### src/rtl/pxs_pkg.sv
// Shared definitions for the PixelStream chain: stream field positions,
// 640x480@60 timing defaults and background pattern codes.
package pxs_pkg;

    localparam int STREAM_W = 26;
    localparam int ACTIVE   = 0;
    localparam int VS       = 1;
    localparam int HS       = 2;
    localparam int YC_LSB   = 3;
    localparam int YC_MSB   = 12;
    localparam int XC_LSB   = 13;
    localparam int XC_MSB   = 22;
    localparam int R        = 23;
    localparam int G        = 24;
    localparam int B        = 25;

    localparam int CNT_W    = 10;
    localparam int FRAME_W  = 16;

    localparam int DEF_H_VISIBLE = 640;
    localparam int DEF_H_FRONT   = 16;
    localparam int DEF_H_SYNC    = 96;
    localparam int DEF_H_BACK    = 48;
    localparam int DEF_V_VISIBLE = 480;
    localparam int DEF_V_FRONT   = 10;
    localparam int DEF_V_SYNC    = 2;
    localparam int DEF_V_BACK    = 33;

    typedef enum logic [1:0] {
        PAT_BLACK = 2'b00,
        PAT_BARS  = 2'b01,
        PAT_CHECK = 2'b10,
        PAT_SOLID = 2'b11
    } pat_e;

    // 32-pixel checkerboard: white where the column and row tile bits differ.
    function automatic logic [2:0] checker_rgb(input logic i_hbit, input logic i_vbit);
        return (i_hbit ^ i_vbit) ? 3'b111 : 3'b000;
    endfunction

endpackage

### src/rtl/pxs_timing_counter.sv
// Horizontal/vertical raster counters with enable and a completed-frame counter.
module pxs_timing_counter
    import pxs_pkg::*;
#(
    parameter int H_TOTAL = 800,
    parameter int V_TOTAL = 525
) (
    input  logic               i_clk,
    input  logic               i_rst_n,
    input  logic               i_en,
    output logic [CNT_W-1:0]   o_hc,
    output logic [CNT_W-1:0]   o_vc,
    output logic [FRAME_W-1:0] o_frame_cnt
);

    localparam logic [CNT_W-1:0] H_LAST = CNT_W'(H_TOTAL - 1);
    localparam logic [CNT_W-1:0] V_LAST = CNT_W'(V_TOTAL - 1);

    logic [CNT_W-1:0]   r_hc;
    logic [CNT_W-1:0]   r_vc;
    logic [FRAME_W-1:0] r_frame_cnt;
    logic               w_h_last;
    logic               w_v_last;

    assign w_h_last = (r_hc == H_LAST);
    assign w_v_last = (r_vc == V_LAST);

    // A wrap is only taken on an enabled cycle, so a stall on the last beat defers it.
    always_ff @(posedge i_clk or negedge i_rst_n) begin
        if (!i_rst_n) begin
            r_hc        <= '0;
            r_vc        <= '0;
            r_frame_cnt <= '0;
        end else if (i_en) begin
            if (w_h_last) begin
                r_hc <= '0;
                if (w_v_last) begin
                    r_vc        <= '0;
                    r_frame_cnt <= r_frame_cnt + 1'b1;
                end else begin
                    r_vc <= r_vc + 1'b1;
                end
            end else begin
                r_hc <= r_hc + 1'b1;
            end
        end
    end

    assign o_hc        = r_hc;
    assign o_vc        = r_vc;
    assign o_frame_cnt = r_frame_cnt;

endmodule

### src/rtl/pxs_vga_source.sv
// Head of the PixelStream chain: VGA timing plus a frame-synchronous background
// pattern, emitted as a registered 26-bit stream with one beat of latency.
module pxs_vga_source
    import pxs_pkg::*;
#(
    parameter int H_VISIBLE = DEF_H_VISIBLE,
    parameter int H_FRONT   = DEF_H_FRONT,
    parameter int H_SYNC    = DEF_H_SYNC,
    parameter int H_BACK    = DEF_H_BACK,
    parameter int V_VISIBLE = DEF_V_VISIBLE,
    parameter int V_FRONT   = DEF_V_FRONT,
    parameter int V_SYNC    = DEF_V_SYNC,
    parameter int V_BACK    = DEF_V_BACK,
    parameter bit SYNC_POL  = 1'b0,
    parameter int BAR_W     = H_VISIBLE / 8
) (
    input  logic                px_clk,
    input  logic                rst_n,
    input  logic                en,
    input  logic [1:0]          pattern_sel,
    input  logic [2:0]          bg_rgb,
    output logic [STREAM_W-1:0] RGBStr_o,
    output logic                sof_o,
    output logic [FRAME_W-1:0]  frame_cnt_o
);

    localparam int H_TOTAL = H_VISIBLE + H_FRONT + H_SYNC + H_BACK;
    localparam int V_TOTAL = V_VISIBLE + V_FRONT + V_SYNC + V_BACK;

    localparam logic [CNT_W-1:0] H_VIS_L  = CNT_W'(H_VISIBLE);
    localparam logic [CNT_W-1:0] HS_BEG   = CNT_W'(H_VISIBLE + H_FRONT);
    localparam logic [CNT_W-1:0] HS_END   = CNT_W'(H_VISIBLE + H_FRONT + H_SYNC);
    localparam logic [CNT_W-1:0] V_VIS_L  = CNT_W'(V_VISIBLE);
    localparam logic [CNT_W-1:0] VS_BEG   = CNT_W'(V_VISIBLE + V_FRONT);
    localparam logic [CNT_W-1:0] VS_END   = CNT_W'(V_VISIBLE + V_FRONT + V_SYNC);
    localparam logic [STREAM_W-1:0] RST_STREAM = STREAM_W'({~SYNC_POL, ~SYNC_POL, 1'b0});

    logic [CNT_W-1:0]    w_hc;
    logic [CNT_W-1:0]    w_vc;
    logic                w_at_origin;
    logic                w_active;
    logic                w_hs;
    logic                w_vs;
    pat_e                w_pat;
    logic [2:0]          w_bg;
    logic [2:0]          w_bar_idx;
    logic [2:0]          w_pat_rgb;
    logic [2:0]          w_rgb;
    pat_e                r_pat;
    logic [2:0]          r_bg;
    logic [STREAM_W-1:0] r_stream;
    logic                r_sof;

    pxs_timing_counter #(
        .H_TOTAL (H_TOTAL),
        .V_TOTAL (V_TOTAL)
    ) u_cnt (
        .i_clk       (px_clk),
        .i_rst_n     (rst_n),
        .i_en        (en),
        .o_hc        (w_hc),
        .o_vc        (w_vc),
        .o_frame_cnt (frame_cnt_o)
    );

    assign w_at_origin = (w_hc == '0) && (w_vc == '0);
    assign w_active    = (w_hc < H_VIS_L) && (w_vc < V_VIS_L);
    assign w_hs        = ((w_hc >= HS_BEG) && (w_hc < HS_END)) ? SYNC_POL : ~SYNC_POL;
    assign w_vs        = ((w_vc >= VS_BEG) && (w_vc < VS_END)) ? SYNC_POL : ~SYNC_POL;

    // The origin beat already uses the live selection so a new pattern starts on the sof beat.
    assign w_pat = w_at_origin ? pat_e'(pattern_sel) : r_pat;
    assign w_bg  = w_at_origin ? bg_rgb : r_bg;

    always_comb begin
        w_bar_idx = 3'd0;
        for (int k = 1; k < 8; k++) begin
            if (w_hc >= CNT_W'(k * BAR_W)) begin
                w_bar_idx = 3'(k);
            end
        end
        w_pat_rgb = 3'b000;
        case (w_pat)
            PAT_BLACK: w_pat_rgb = 3'b000;
            PAT_BARS:  w_pat_rgb = ~w_bar_idx;
            PAT_CHECK: w_pat_rgb = checker_rgb(w_hc[5], w_vc[5]);
            PAT_SOLID: w_pat_rgb = w_bg;
            default:   w_pat_rgb = 3'b000;
        endcase
        w_rgb = w_active ? w_pat_rgb : 3'b000;
    end

    always_ff @(posedge px_clk or negedge rst_n) begin
        if (!rst_n) begin
            r_stream <= RST_STREAM;
            r_sof    <= 1'b0;
            r_pat    <= PAT_BLACK;
            r_bg     <= 3'b000;
        end else begin
            r_sof <= 1'b0;
            if (en) begin
                r_stream <= {w_rgb, w_hc, w_vc, w_hs, w_vs, w_active};
                r_sof    <= w_at_origin;
                if (w_at_origin) begin
                    r_pat <= pat_e'(pattern_sel);
                    r_bg  <= bg_rgb;
                end
            end
        end
    end

    assign RGBStr_o = r_stream;
    assign sof_o    = r_sof;

endmodule
### config.mk
export PLATFORM = sky130hd
export DESIGN_NAME = pxs_vga_source
export DESIGN_NICKNAME = d
export VERILOG_FILES = /design/src/rtl/pxs_pkg.sv /design/src/rtl/pxs_timing_counter.sv /design/src/rtl/pxs_vga_source.sv
export SDC_FILE = /design/constraint.sdc
export NUM_CORES = 1
export LEC_CHECK = 0
export CAP_MARGIN = 10
export CORE_ASPECT_RATIO = 0.9
export CORE_MARGIN = 5
export CORE_UTILIZATION = 30
export DETAILED_ROUTE_END_ITERATION = 10
export HOLD_SLACK_MARGIN = 0.12
export PLACE_DENSITY = 0.56
export SLEW_MARGIN = 20
export SYNTH_ARGS = -nofsm -noshare
export SYNTH_HDL_FRONTEND = slang
export SYNTH_SLANG_ARGS = --single-unit
### constraint.sdc
create_clock -name px_clk -period 2.25 [get_ports px_clk]
set_input_delay 0.225 -clock px_clk [delete_from_list [all_inputs] [get_ports px_clk]]
set_output_delay 0.225 -clock px_clk [all_outputs]
set_load 0.02 [all_outputs]
; Word-level counts from Yosys, hierarchy flattened
; Cells that the tools add are included.
[totals]
regBits = 68
latch_bits = 0
ram_bits = 0
romBits = 0
output_inout_bits = 43
wordCells = 56
memories = 0
[op_classes]
add_sub_neg = 3
mul = 0
n_div = 0
n_lt_le_gt_ge = 13
n_eq_ne = 5
shifts = 0
mux = 17
bitwise = 2
reduce_logical = 9
[ops]
columns = cell, n
row1 = "10-bit by 9-bit >= comparator with 1-bit output, second input constant", 4
row2 = 3-bit 2-to-1 mux, 8
row3 = "10-bit by 1-bit adder with 10-bit output, second input constant", 2
row4 = "10-bit == test, second input constant", 2
row5 = "10-bit >= comparator, second input constant", 2
row6 = "10-bit by 8-bit >= comparator with 1-bit output, second input constant", 2
row7 = 10-bit logical NOT, 2
row8 = "10-bit < comparator, second input constant", 2
row9 = "10-bit by 9-bit < comparator with 1-bit output, second input constant", 2
row10 = 10-bit 2-to-1 mux, 2
row11 = "16-bit by 1-bit adder with 16-bit output, second input constant", 1
row12 = 3-bit one-hot mux with 4 select lines, 1
row13 = "10-bit by 7-bit >= comparator with 1-bit output, second input constant", 1
row14 = "2-bit == test, second input constant", 2
row15 = 1-bit logical AND, 4
row16 = 1-bit 2-to-1 mux, 4
row17 = 2-bit 2-to-1 mux, 2
row18 = 3-bit NOT, 1
row19 = 3-bit AND reduction, 1
row20 = "2-bit by 1-bit == test with 1-bit output, second input constant", 1
row21 = 2-bit logical NOT, 1
row22 = 2-bit AND reduction, 1
row23 = 1-bit bitwise XOR, 1

; Depth between registers and ports, before layout
[depth]
depth_word = 11
depth_mapped = 8
ltp_nobuf = 7

; Modules after synthesis
; Synthesis repeated with hierarchy kept, for this count alone.
[hier_totals]
hier_cells = 308
hier_area_um2 = 3394.5
[by_module_without_submodules]
columns = module, n_inst, cells_per_inst, area_per_inst_um2
row1 = pxs_timing_counter, 1, 170, 1828.0
row2 = pxs_vga_source, 1, 138, 1566.5

; Least setup slack after synthesis
; Ideal clock, no wire load.
[synth_path]
path_type = flip-flop to flip-flop
startpoint = register u_cnt.r_hc[0] (netlist: u_cnt.o_hc[0])
endpoint = register u_cnt.r_frame_cnt[1] (netlist: u_cnt.o_frame_cnt[1])
setup_time_ns = 0.125
arrival_ns = 1.893
required_time_ns = 2.125
setup_slack_ns = 0.232
stages_incl_launch_ff = 7
n_path_buf = 1
synth_period_minus_slack_ns = 2.018
cell_sequence = dfrtp_1 ha_1 nand4_2 or4_4 buf_6 nor2_8 mux2_2
[synth_between]
elab_chain_len = 2
[synth_lines]
columns = element, line_no
row1 = from (decl), pxs_timing_counter.sv:19  ; logic [CNT_W-1:0] r_hc;
row2 = from (signal assigned), pxs_timing_counter.sv:44  ; r_hc <= r_hc + 1'b1;
row3 = 10-bit == test, pxs_timing_counter.sv:25  ; assign w_h_last = (r_hc == H_LAST);
row4 = 3-bit AND reduction (no source line), --
row5 = to (signal assigned), pxs_timing_counter.sv:39  ; r_frame_cnt <= r_frame_cnt + 1'b1;
row6 = to (decl), pxs_timing_counter.sv:21  ; logic [FRAME_W-1:0] r_frame_cnt;
; Every way passes these cells.
; A chain may end at the register's enable or synchronous reset.

; Worst setup path after layout
; Same ends and word-level chain as after synthesis.

==> summary.txt <==
Run status
  • Status: finished, final reports clean

Synthesis
  • Cells after Synth: 306
  • EDFF count, synth: 0
  • Post-synthesis async set-or-reset flop share: 1.000
  • Mapped cell area: 3379 um2
  • Simple-gate share of the synthesized area: 0.1907
  • Synth Flop Type: dfrtp_1
  • Largest family of logic cells by synthesized area: simple AND/OR/NAND/NOR gates
  • Synthesis-stage register bit count: 68
  • Mapped Avg Cell Area: 11.04 um2
  • Complex-gate fraction of the synthesized area: 0.06294
  • Post-Synth XOR/XNOR Area: 0.07738
  • Post-Synth Adder-Cell Area: 0.01851
  • Warnings, synthesis: 0
  • Post-synthesis mux area share: 0.1055
  • Sequential element share of the synthesized area: 0.5043
  • Mapped Nets: 319
  • Synth unique cells: 50

Timing
  • Tmin final: 2.177 ns
  • Setup TNS: 0 ns
  • Highest clock rate: 459.3 MHz
  • RSZ-0062 raised after global routing: false
  • Final worst setup slack: 0.07257 ns
  • Final Hold Vio Count: 0
  • Fin crit share: 0.9677
  • Max-slew violation count: 0
  • Worst rel slew slack: 0.6572
  • Pin slew with the least headroom to its limit: 0.5094 ns
  • Final setup violation count: 0
  • WHS: 0.4564 ns
  • Fin Clk Skew: 0.01039 ns

GRT
  • Global route hottest layer: met2
  • Grt met2 use: 0.1697
  • Largest net degree at the start of global routing: 69
  • Number of global-route vias before repair: 2522
  • Met3 Resource Use GR: 0.03316
  • Initial antenna violation count: 0
  • Total grt overflow: 0
  • GR Util All Layers: 0.1161
  • Met1 usage: 0.1628
  • First-pass GRT wire length: 12650 um

Power
  • Power Dens Cells: 785.8 nW/um2
  • Worst IR Drop VDD: 0.0003102 V
  • Leakage: 2.052 nW

CTS
  • CTS clk-pin slew, worst paths: 0.06 ns
  • CTS tree: built
  • Clk root buf: clkbuf_16
  • Clock tree sinks: 68
  • Clk_lat worst skew: 0.33 ns
  • CTS buffer count: 9
  • CTS max path bufs: 2
  • H-tree levels: 3

Finish
  • Layout cells sized above 1: 0.2351
  • ANT cells: 0
  • Synth-to-layout area growth: 33.36%
  • Final nets: 395

Place
  • IO Port Bufs: 50
  • Pre-CTS WS: -0.07385 ns
  • Routability cong.: 0.8021
  • Final HPWL DP: 5422 um

Critical path
  • CP cell instances: ha_1 -> nand4_2 -> buf_4 -> or4_4 -> nor2_8 -> mux2_2
  • Peak per-stage delay on the critical path: 0.60 ns
  • Worst path slowest cell: or4_4
  • Critical path capture point type: flip-flop
  • Crit path max fanout: 6
  • Data required, critical path: 2.47 ns
  • Worst r2r src: u_cnt.o_hc[0]
  • Worst r2r dst: u_cnt.o_frame_cnt[1]
  • Worst reg2reg setup slack: 0.07 ns
  • Startpoint class of the critical path: flip-flop
  • WP data arrival: 2.40 ns
  • Cell depth of the worst flop-to-flop path: 6
  • WS Path Type: flip-flop to flip-flop

Die
  • Core ar.: 10950 um2
  • Starting Density: 0.3088
  • Die height: 110.7 um
  • Die footprint: 13490 um2
  • I/O pin cnt: 51
  • Site Rows: 36
  • Die width: 121.9 um

Route
  • Via count: 2503
  • Post-route DRC: 0
  • Pre-antenna DRT Iters: 4
  • Wire per inst: 13.96 um
  • Vias per std cell: 4.644
  • Final ANT Viol Nets: 0
  • Final wirelength: 7522 um
  • Initial DRC count: 123

Job
  • MaxCap Viol Count: 0

Worst hold path
  • Tightest Hold Check Type: input pin to asynchronous set/reset pin
==> layout by cell type (no fill, tap or decap), types with 11 or more instances in the layout <==
master and n:
dfrtp_1 65, clkdlybuf4s50_1 49, mux2_2 29, buf_4 27
nor2_1 26, nand2_1 21, xor2_1 17, inv_1 13
nand3_1 13, o21ai_0 11, xnor2_1 11
==> how the worst max path moves through the flow <==
stage | start | to
after floorplan | u_cnt.o_hc[0] | u_cnt.o_frame_cnt[1]
after global placement | en | u_cnt.o_frame_cnt[1]
after detailed placement | en | u_cnt.o_frame_cnt[11]
after CTS | u_cnt.o_hc[0] | u_cnt.o_frame_cnt[11]
after global routing | u_cnt.o_hc[1] | u_cnt.o_frame_cnt[1]
final | u_cnt.o_hc[0] | u_cnt.o_frame_cnt[1]
==> critical path: cells and delay by family, from the launching register on <==
family,cells,cell delay [ns]
buffers and inverters,1,0.18
muxes,1,0.35
adders and majority gates,1,0.20
and+or+nand+nor,3,0.94
DFF,1,0.41
==> what timing repair did <==
| item | in CTS | in global routing |
|---|---|---|
| hold endpoints to repair | 66 | 0 |
| endpoints found under the setup margin | 0 | 12 |
| gates resized for setup | 0 | 4 |
| hold buffers | 1 | 0 |
| buffers inserted | 0 | 0 |
==> cells by family after synthesis <==
family	count (synthesis)
AO/OA/AOI/OAI	32
XOR/XNOR	29
buffers and inverters	27
flip-flops	68
AND/OR/NAND/NOR	113
multiplexers	32
adder cells (fa/ha/maj)	5
==> per-stage QoR <==
stage / util / area [um2] / power, mW / instances
after floorplan: - / 3379 / 1.919 / 306
final: 0.4118 / 4507 / 3.541 / 539
after detailed placement: 0.3836 / 4199 / 2.222 / 522
after global placement: 0.3836 / 4199 / 2.212 / 522
after CTS: 0.4104 / 4492 / 3.583 / 539
after global routing: 0.4118 / 4507 / 3.723 / 539
==> per-layer routing <==
layer | vias to the layer above | wire, um
met4 | 0 | 133
met1 | 1216 | 3654
met5 | - | 0
met3 | 12 | 356
met2 | 51 | 3377
li1 | 1224 | -
==> where the power goes <==
part	switching, mW	internal [mW]	total [mW]	leakage [nW]
registers	0.104	1.34	1.45	0.904
logic	0.382	0.373	0.755	1.02
clock network	0.578	0.761	1.34	0.129
total	1.06	2.48	3.54	2.05
==> registers in the layout, indices dropped and copies added, names as in the netlist <==
register	flops
RGBStr_o	26
r_bg	3
r_pat	2
sof_o	1
u_cnt.o_frame_cnt	16
u_cnt.o_hc	10
u_cnt.o_vc	10
==> cell type report <==
cell class	instances	area, um2
Clock buffer	9	225.2
Fill cell	1067	6439
Tap cell	152	190.2
Clock inverter	7	57.56
Inverter	13	48.80
Timing Repair Buffer	79	728.2
Sequential cell	68	1705
Multi-Input combinational cell	211	1551
==> Yosys cell counts, types with 3 or more instances <==
library cell	n	area, um2
clkbuf_1	7	26.28
nor4_1	5	31.28
nor2_1	26	97.59
xor2_1	17	148.9
nand2_1	21	78.83
o221ai_1	4	35.03
nand4_1	9	56.30
and3_1	6	37.54
nor3_1	10	50.05
dfrtp_1	66	1652
a21oi_1	6	30.03
xnor2_1	11	96.34
mux2_2	29	326.6
nor2b_1	3	18.77
mux2i_1	3	30.03
ha_1	5	62.56
buf_6	4	45.04
inv_1	13	48.80
o21ai_0	11	55.05
nand3_1	13	65.06
and2_1	3	18.77
(Power assumes the default switching activity.)
